==> config.mk <==
export PLATFORM = sky130hd
export DESIGN_NAME = ps2_keycode_rx_flat
export DESIGN_NICKNAME = d
export VERILOG_FILES = /design/src/rtl/ps2_keycode_rx_if.sv /design/src/rtl/ps2_keycode_rx.sv /design/src/flat_wrapper.sv
export SDC_FILE = /design/constraint.sdc
export NUM_CORES = 1
export LEC_CHECK = 0
export BUFFER_PORTS_ARGS = -buffer_cell sky130_fd_sc_hd__buf_2
export CORE_ASPECT_RATIO = 1.75
export CORE_UTILIZATION = 37
export DETAILED_ROUTE_END_ITERATION = 7
export PLACE_DENSITY = 0.6
export REMOVE_ABC_BUFFERS = 1
export SYNTH_ARGS = -nofsm -noshare
export SYNTH_HDL_FRONTEND = slang
export SYNTH_SLANG_ARGS = --single-unit
export TNS_END_PERCENT = 20
==> constraint.sdc <==
create_clock -name Clk -period 2 [get_ports Clk]
set_input_delay 0.1 -clock Clk [delete_from_list [all_inputs] [get_ports Clk]]
set_output_delay 0.1 -clock Clk [all_outputs]
set_load 0.01 [all_outputs]
==> src/rtl/ps2_keycode_rx_if.sv <==
// Keycode event bus between the PS/2 receiver (master) and the game logic (slave).
interface ps2_keycode_rx_if;
  logic [7:0] keycode;
  logic       keyPress;
  logic       extended;
  logic       codeValid;
  logic       frameError;

  modport master (
    output keycode,
    output keyPress,
    output extended,
    output codeValid,
    output frameError
  );

  modport slave (
    input keycode,
    input keyPress,
    input extended,
    input codeValid,
    input frameError
  );
endinterface

==> src/rtl/ps2_keycode_rx.sv <==
// PS/2 keyboard receiver: pin sync + clock deglitch, 11-bit frame FSM, E0/F0 prefix folding.
// Define PS2_PARITY_CHECK_EN to reject frames with bad odd parity.
//
// state    | meaning
// S_IDLE   | waiting for a start bit (data 0 on a filtered falling edge)
// S_DATA   | shifting in 8 data bits, LSB first
// S_PARITY | capturing the parity bit
// S_STOP   | checking stop bit (and parity), completing or rejecting the byte
module ps2_keycode_rx #(
  parameter int unsigned FILTER_LEN     = 8,
  parameter int unsigned TIMEOUT_CYCLES = 50000
) (
  input  logic Clk,
  input  logic Reset,
  input  logic ps2_clk,
  input  logic ps2_data,
  ps2_keycode_rx_if.master kc_o
);

  typedef enum logic [1:0] {S_IDLE, S_DATA, S_PARITY, S_STOP} state_t;

  localparam logic [7:0]  FLT_LEN  = 8'(FILTER_LEN);
  localparam logic [20:0] TO_LAST  = 21'(TIMEOUT_CYCLES - 1);
`ifdef PS2_PARITY_CHECK_EN
  localparam bit PARITY_EN = 1'b1;
`else
  localparam bit PARITY_EN = 1'b0;
`endif

  logic       clk_meta_q, clk_sync_q, dat_meta_q, dat_sync_q;
  logic       filt_q, filt_d;
  logic [7:0] run_q, run_d;
  logic       fall_q, fall_d;

  state_t      state_q, state_d;
  logic [2:0]  bit_cnt_q, bit_cnt_d;
  logic [7:0]  shift_q, shift_d;
  logic        par_q, par_d;
  logic [20:0] to_cnt_q, to_cnt_d;
  logic        timeout_w;

  logic       byte_ok_w, frame_bad_w, parity_ok_w;
  logic [7:0] keycode_q, keycode_d;
  logic       press_q, press_d;
  logic       extd_q, extd_d;
  logic       cv_q, cv_d;
  logic       fe_q, fe_d;
  logic       ext_q, ext_d;
  logic       brk_q, brk_d;

  // Synchronizers and the clock filter idle high so reset looks like an idle bus.
  always_ff @(posedge Clk or negedge Reset) begin
    if (!Reset) begin
      clk_meta_q <= 1'b1;
      clk_sync_q <= 1'b1;
      dat_meta_q <= 1'b1;
      dat_sync_q <= 1'b1;
      filt_q     <= 1'b1;
      run_q      <= '0;
      fall_q     <= 1'b0;
    end else begin
      clk_meta_q <= ps2_clk;
      clk_sync_q <= clk_meta_q;
      dat_meta_q <= ps2_data;
      dat_sync_q <= dat_meta_q;
      filt_q     <= filt_d;
      run_q      <= run_d;
      fall_q     <= fall_d;
    end
  end

  always_comb begin
    filt_d = filt_q;
    run_d  = '0;
    if (clk_sync_q != filt_q) begin
      if (run_q + 8'd1 == FLT_LEN) begin
        filt_d = clk_sync_q;
      end else begin
        run_d = run_q + 8'd1;
      end
    end
    fall_d = filt_q & ~filt_d;
  end

  // Frame FSM: state register
  always_ff @(posedge Clk or negedge Reset) begin
    if (!Reset) begin
      state_q   <= S_IDLE;
      bit_cnt_q <= '0;
      shift_q   <= '0;
      par_q     <= 1'b0;
      to_cnt_q  <= '0;
    end else begin
      state_q   <= state_d;
      bit_cnt_q <= bit_cnt_d;
      shift_q   <= shift_d;
      par_q     <= par_d;
      to_cnt_q  <= to_cnt_d;
    end
  end

  assign timeout_w = (state_q != S_IDLE) && !fall_q && (to_cnt_q == TO_LAST);

  // Frame FSM: next state
  always_comb begin
    state_d   = state_q;
    bit_cnt_d = bit_cnt_q;
    shift_d   = shift_q;
    par_d     = par_q;
    if (state_q == S_IDLE || fall_q) begin
      to_cnt_d = '0;
    end else begin
      to_cnt_d = to_cnt_q + 21'd1;
    end
    case (state_q)
      S_IDLE: begin
        if (fall_q && !dat_sync_q) begin
          state_d   = S_DATA;
          bit_cnt_d = '0;
        end
      end
      S_DATA: begin
        if (fall_q) begin
          shift_d   = {dat_sync_q, shift_q[7:1]};
          bit_cnt_d = bit_cnt_q + 3'd1;
          if (bit_cnt_q == 3'd7) state_d = S_PARITY;
        end
      end
      S_PARITY: begin
        if (fall_q) begin
          par_d   = dat_sync_q;
          state_d = S_STOP;
        end
      end
      S_STOP: begin
        if (fall_q) state_d = S_IDLE;
      end
      default: state_d = S_IDLE;
    endcase
    if (timeout_w) begin
      state_d  = S_IDLE;
      to_cnt_d = '0;
    end
  end

  assign parity_ok_w = (^{shift_q, par_q}) | ~PARITY_EN;

  // Frame FSM: outputs
  always_comb begin
    byte_ok_w   = 1'b0;
    frame_bad_w = 1'b0;
    if (state_q == S_STOP && fall_q) begin
      if (dat_sync_q && parity_ok_w) begin
        byte_ok_w = 1'b1;
      end else begin
        frame_bad_w = 1'b1;
      end
    end
  end

  // Prefix folding: E0/F0 only arm flags; any other byte emits one event.
  always_comb begin
    keycode_d = keycode_q;
    press_d   = press_q;
    extd_d    = extd_q;
    ext_d     = ext_q;
    brk_d     = brk_q;
    cv_d      = 1'b0;
    fe_d      = 1'b0;
    if (byte_ok_w) begin
      if (shift_q == 8'hE0) begin
        ext_d = 1'b1;
      end else if (shift_q == 8'hF0) begin
        brk_d = 1'b1;
      end else begin
        keycode_d = shift_q;
        press_d   = ~brk_q;
        extd_d    = ext_q;
        cv_d      = 1'b1;
        ext_d     = 1'b0;
        brk_d     = 1'b0;
      end
    end else if (frame_bad_w) begin
      fe_d  = 1'b1;
      ext_d = 1'b0;
      brk_d = 1'b0;
    end
  end

  always_ff @(posedge Clk or negedge Reset) begin
    if (!Reset) begin
      keycode_q <= '0;
      press_q   <= 1'b0;
      extd_q    <= 1'b0;
      cv_q      <= 1'b0;
      fe_q      <= 1'b0;
      ext_q     <= 1'b0;
      brk_q     <= 1'b0;
    end else begin
      keycode_q <= keycode_d;
      press_q   <= press_d;
      extd_q    <= extd_d;
      cv_q      <= cv_d;
      fe_q      <= fe_d;
      ext_q     <= ext_d;
      brk_q     <= brk_d;
    end
  end

  assign kc_o.keycode    = keycode_q;
  assign kc_o.keyPress   = press_q;
  assign kc_o.extended   = extd_q;
  assign kc_o.codeValid  = cv_q;
  assign kc_o.frameError = fe_q;

endmodule

==> src/flat_wrapper.sv <==
// flat-port wrapper written by rule: the top's interface ports become plain ports
module ps2_keycode_rx_flat 
#(
  parameter int unsigned FILTER_LEN     = 8,
  parameter int unsigned TIMEOUT_CYCLES = 50000
)
  (Clk, Reset, ps2_clk, ps2_data, kc_o_keycode, kc_o_keyPress, kc_o_extended, kc_o_codeValid, kc_o_frameError);
  ps2_keycode_rx_if kc_o_i ();
  input  logic Clk;
  input  logic Reset;
  input  logic ps2_clk;
  input  logic ps2_data;
  output wire logic [$bits(kc_o_i.keycode)-1:0] kc_o_keycode;
  output wire logic [$bits(kc_o_i.keyPress)-1:0] kc_o_keyPress;
  output wire logic [$bits(kc_o_i.extended)-1:0] kc_o_extended;
  output wire logic [$bits(kc_o_i.codeValid)-1:0] kc_o_codeValid;
  output wire logic [$bits(kc_o_i.frameError)-1:0] kc_o_frameError;
  assign kc_o_keycode = kc_o_i.keycode;
  assign kc_o_keyPress = kc_o_i.keyPress;
  assign kc_o_extended = kc_o_i.extended;
  assign kc_o_codeValid = kc_o_i.codeValid;
  assign kc_o_frameError = kc_o_i.frameError;
  ps2_keycode_rx #(.FILTER_LEN(FILTER_LEN), .TIMEOUT_CYCLES(TIMEOUT_CYCLES)) u_core (.Clk(Clk), .Reset(Reset), .ps2_clk(ps2_clk), .ps2_data(ps2_data), .kc_o(kc_o_i));
endmodule
# Word level (Yosys, flattened, before mapping)
# Cells that the tools add are included.
# totals
register_bits	62
output_inout_bits	12
wordCells	93
inputBits	4
# op_classes
bitwise_logic	5
eq_ne	18
reduce_logical	17
add_sub_neg	3
mux	32
# op_table
cell	n
21-bit two-way mux	2
21-bit by 1-bit adder with 21-bit output (second input constant)	1
21-bit by 16-bit equality test with 1-bit output (second input constant)	1
1-bit two-way mux	18
8-bit equality test (second input constant)	2
8-bit two-way mux	2
2-bit two-way mux	6
3-bit by 1-bit != test with 1-bit output (second input constant)	4
8-bit by 1-bit adder with 8-bit output (second input constant)	1
8-bit by 4-bit equality test with 1-bit output (second input constant)	1
2-bit case mux with 4 select lines	1
3-bit two-way mux	2
3-bit case mux with 2 select lines	1
2-bit AND reduction	3
3-bit AND reduction	2
2-bit nonzero test	3
5-bit AND reduction	1
2-bit equality test (second input constant)	2
1-bit logical AND	4
2-bit != test (second input constant)	2
1-bit NOT	4
3-bit by 1-bit adder with 3-bit output (second input constant)	1
3-bit equality test (second input constant)	1
3-bit by 2-bit != test with 1-bit output (second input constant)	1
other kinds (8)	9

# Depth between registers and ports, before layout
# depth
ltp_word	6
depth_mapped	8
ltp_nobuf	6

# Least setup slack after synthesis
# No wires, ideal clock.
# synth_path
path_type	reg-to-reg
start	register u_core.state_q[0]
end	register u_core.to_cnt_q[10]
setup_slack_ns	0.098
setup_ns	0.132
path_stages_with_launch	9
t_required_ns	1.868
arrival_ns	1.770
period_less_slack_ns	1.902
n_path_buf	2
path_cell_list	dfrtp_1 > inv_1 > ha_1 > clkbuf_1 > nor4_1 > nand4_1 > o21ai_0 > clkbuf_1 > nor2_1
# synth_via
elab_chain_len	4
elab_cells_between_ends	7
cone_classes	2 x mux; 5 x reduce/logical
# synth_lines
element	line	text
from (decl)	ps2_keycode_rx.sv:35	state_t state_q, state_d;
from (signal assigned)	ps2_keycode_rx.sv:94	state_q <= state_d;
2-bit logical NOT or 2-bit nonzero test (tied branches)	ps2_keycode_rx.sv:110, ps2_keycode_rx.sv:102	
1-bit logical OR or 1-bit logical AND (tied branches)	ps2_keycode_rx.sv:110, ps2_keycode_rx.sv:102	
21-bit two-way mux or 1-bit logical AND (tied branches)	ps2_keycode_rx.sv:110, ps2_keycode_rx.sv:102	
21-bit two-way mux *	ps2_keycode_rx.sv:140	if (timeout_w) begin
net u_core.to_cnt_d[10]	ps2_keycode_rx.sv:39	logic [20:0] to_cnt_q, to_cnt_d;
to (signal assigned)	ps2_keycode_rx.sv:98	to_cnt_q <= to_cnt_d;
to (decl)	ps2_keycode_rx.sv:39	
# Mark *: on every way through the listed nets, which the timed path passes. The rest lies on a longest branch.
# A chain may end at the register's enable or synchronous reset.

# Worst setup path in the final report
# layout_path
start	register u_core.to_cnt_q[0]
end	register u_core.to_cnt_q[20]
# layout_via
elab_chain_len	3
elab_cells_between_ends	5
cone_classes	1 x add/sub; 1 x eq/ne; 2 x mux; 1 x reduce/logical
# layout_lines
element	line
21-bit by 1-bit adder with 21-bit output or 21-bit by 16-bit equality test with 1-bit output (tied branches)	ps2_keycode_rx.sv:113, ps2_keycode_rx.sv:102
21-bit two-way mux or 1-bit logical AND (tied branches)	ps2_keycode_rx.sv:110, ps2_keycode_rx.sv:102
21-bit two-way mux *	ps2_keycode_rx.sv:140
net u_core.to_cnt_d[20]	ps2_keycode_rx.sv:39
# Marked as above.

==> results.json <==
{
  "outcome": "completed",
  "synthFlopType": "dfrtp_1",
  "numClockSinks": 62,
  "mostFrequentLayoutCells": "57 x dfrtp_1, 38 x nand2_1, 27 x nor2_1",
  "drive_gt1_frac": 0.216,
  "clock_skew_ns": 0.00367,
  "post_drt_via_cell_ratio": 5.25,
  "syn_inst": 277,
  "fin_area_um2": 3500,
  "n_antenna_cell": 0,
  "max_freq_ghz": 0.524,
  "grt_pass1_vias": 2105,
  "grt_max_degree": 39,
  "rows": 42,
  "start_util": 0.382,
  "portBuffers": 15,
  "synth_seq_cells": 62,
  "worstPathMaxFanout": 7,
  "cts_buffers": 9,
  "antenna_found_initial": 0,
  "startpoint_type": "register",
  "first_pass_iters": 4,
  "place_area_um2": 3170,
  "fill_cells": 706,
  "tritoncts": "done",
  "period_share": 0.953,
  "place_congestion": 0.821,
  "async_flop_share": 1.00,
  "area_delta_synth_final_pct": 21.9,
  "worstSetupPathType": "reg -> reg",
  "hp-class": "in -> async",
  "synth_warnings": 0,
  "drv_cap": 0,
  "layout_setup_ws_ns": 0.0930,
  "cts_max_level": 3,
  "worstPathArrival_ns": 2.16,
  "design.die.area_um2": 8120,
  "seq_area_frac_synth": 0.543,
  "ys_types": 46,
  "setup_violations": 0,
  "period_needed_ns": 1.91,
  "grt_pass1_wl_um": 9570,
  "drc_errors": 0,
  "reg2reg_from": "u_core.to_cnt_q[0]$_DFF_PN0_",
  "ff2ff_setup_slack_ns": 0.09,
  "synthesis.area_um2": 2870,
  "power.leakage_nw": 1.61,
  "cts_setup_buffers": 0,
  "wl_um": 5540,
  "rsz0062_at_grt": "false",
  "cts_root_buf": "clkbuf_16",
  "die_h_um": 118,
  "dp_hpwl_um": 3930,
  "clk_pin_slew_ns": 0.05,
  "dp_slack_ns": 0.0438,
  "p_per_area_nw_per_um2": 978,
  "setup_tns_ns": 0,
  "startpoint": "u_core.to_cnt_q[0]$_DFF_PN0_",
  "post_synth.cell_area_avg_um2": 10.4,
  "grt_overflow": 0,
  "holdWs_ns": 0.306,
  "worst_pin_slew_ns": 0.720,
  "die_w_um": 68.6,
  "end_kind": "register",
  "wl_per_cell_um": 13.6,
  "ir_drop_mv": 0.596,
  "clk-insertion-delay-late_ns": 0.32,
  "dr.first_iter.drc_count": 131,
  "synth-edff-count": 0,
  "cts.path.max_buffers": 2,
  "slew_headroom": 0.516,
  "hold_viol": 0,
  "r2r_end": "u_core.to_cnt_q[20]$_DFF_PN0_",
  "final_max_slew_viol_count": 0,
  "final_common_cell": "dfrtp_1",
  "fin_util": 0.466,
  "r2r_cells": 5,
  "nNetsFinal": 327,
  "fp.coreArea_um2": 7510,
  "ant_nets": 0,
  "ios": 16,
  "vias": 2142,
  "cp.required_ns": 2.25,
  "track_usage": 0.158
}
==> what timing repair did <==
action | 4_1_cts | 5_1_grt
hold endpoints to repair | 26 | 0
setup endpoints to repair | 0 | 11
resized for setup | 0 | 2
hold buffers | 3 | 0
==> sequential cells by signal (all words and copies together), names as in the netlist, 2 cells and up <==
signal	cells
u_core.kc_o.keycode	8
u_core.shift_q	8
u_core.run_q	8
u_core.state_q	2
u_core.to_cnt_q	21
u_core.bit_cnt_q	3
==> Yosys cell counts, types with 2 or more instances <==
| master | count | area [um^2] |
|---|---|---|
| dfrtp_1 | 57 | 1430 |
| nand2_1 | 38 | 143 |
| nor2_1 | 28 | 105 |
| xnor2_1 | 14 | 123 |
| a21oi_1 | 11 | 55.1 |
| clkbuf_1 | 9 | 33.8 |
| inv_1 | 9 | 33.8 |
| mux2_2 | 9 | 101 |
| nand3_1 | 9 | 45.0 |
| o21ai_0 | 9 | 45.0 |
| ha_1 | 8 | 100 |
| nor3_1 | 8 | 40.0 |
| nand4_1 | 6 | 37.5 |
| xor2_1 | 6 | 52.6 |
| dfstp_2 | 5 | 131 |
| nor4_1 | 5 | 31.3 |
| or4_1 | 5 | 37.5 |
| and2_1 | 4 | 25.0 |
| nand2b_1 | 4 | 25.0 |
| o31ai_1 | 4 | 30.0 |
| or3_1 | 3 | 18.8 |
| and3_1 | 2 | 12.5 |
==> kinds of logic (layout without fill, tap and decap cells) <==
logic type	count (synthesis)	count (layout)	synth area share
simple gates	122	122	0.211
compound gates	36	36	0.0864
xor+xnor	20	20	0.0611
flops	62	62	0.543
mux	10	10	0.0388
buf+inv	19	62	0.0253
fa+ha+maj	8	8	0.0349
==> power breakdown <==
group | internal, W | leakage (nW) | total (W) | switching [W]
clock network | 0.000958 | 0.134 | 0.00150 | 0.000543
registers | 0.00133 | 0.838 | 0.00139 | 0.0000617
logic | 0.000224 | 0.638 | 0.000529 | 0.000305
==> routing by layer <==
layer / global-route usage / share of wire / vias to the layer above
met1: 0.172 / 0.41 / 1055
met5: 0 / 0 / -
met2: 0.267 / 0.53 / 34
met3: 0.0415 / 0.032 / 13
met4: 0.0833 / 0.026 / 0
li1: - / - / 1040
==> cell type report <==
cell class | count | area (um^2) | share of cell area
Clock buffer | 10 | 229 | 0.0655
Tap cell | 88 | 110 | 0.0315
Inverter | 9 | 33.8 | 0.00966
Sequential cell | 62 | 1560 | 0.445
Timing Repair Buffer | 37 | 260 | 0.0744
Multi-Input combinational cell | 196 | 1240 | 0.356
Clock inverter | 6 | 62.6 | 0.0179
==> how the worst max path moves through the flow <==
stage / to / slack [ns] / cells after the start
4_1_cts: u_core.kc_o.extended$_DFFE_PN0P_ / 0.03 / 4
5_1_grt: u_core.to_cnt_q[20]$_DFF_PN0_ / 0.007 / 5
6_report: u_core.to_cnt_q[20]$_DFF_PN0_ / 0.09 / 5
2_1_floorplan: u_core.to_cnt_q[10]$_DFF_PN0_ / -0.52 / 6
3_5_place_dp: u_core.kc_o.extended$_DFFE_PN0P_ / 0.04 / 4
3_3_place_gp: u_core.kc_o.keycode[6]$_DFFE_PN0P_ / 0.1 / 4
==> worst max-delay path, cell delays in order, from the launching register on <==
cell     delay, ns
dfrtp_1       0.40
ha_1          0.22
nand4_1       0.12
or4_1         0.55
or3_1         0.40
a21oi_1       0.15
==> metrics by stage <==
step           instances  power [W]
2_1_floorplan        267    0.00174
3_3_place_gp         389    0.00193
3_5_place_dp         389    0.00194
4_1_cts              408    0.00347
5_1_grt              408    0.00360
6_report             408    0.00342
Power figures use the tool's default switching activity.
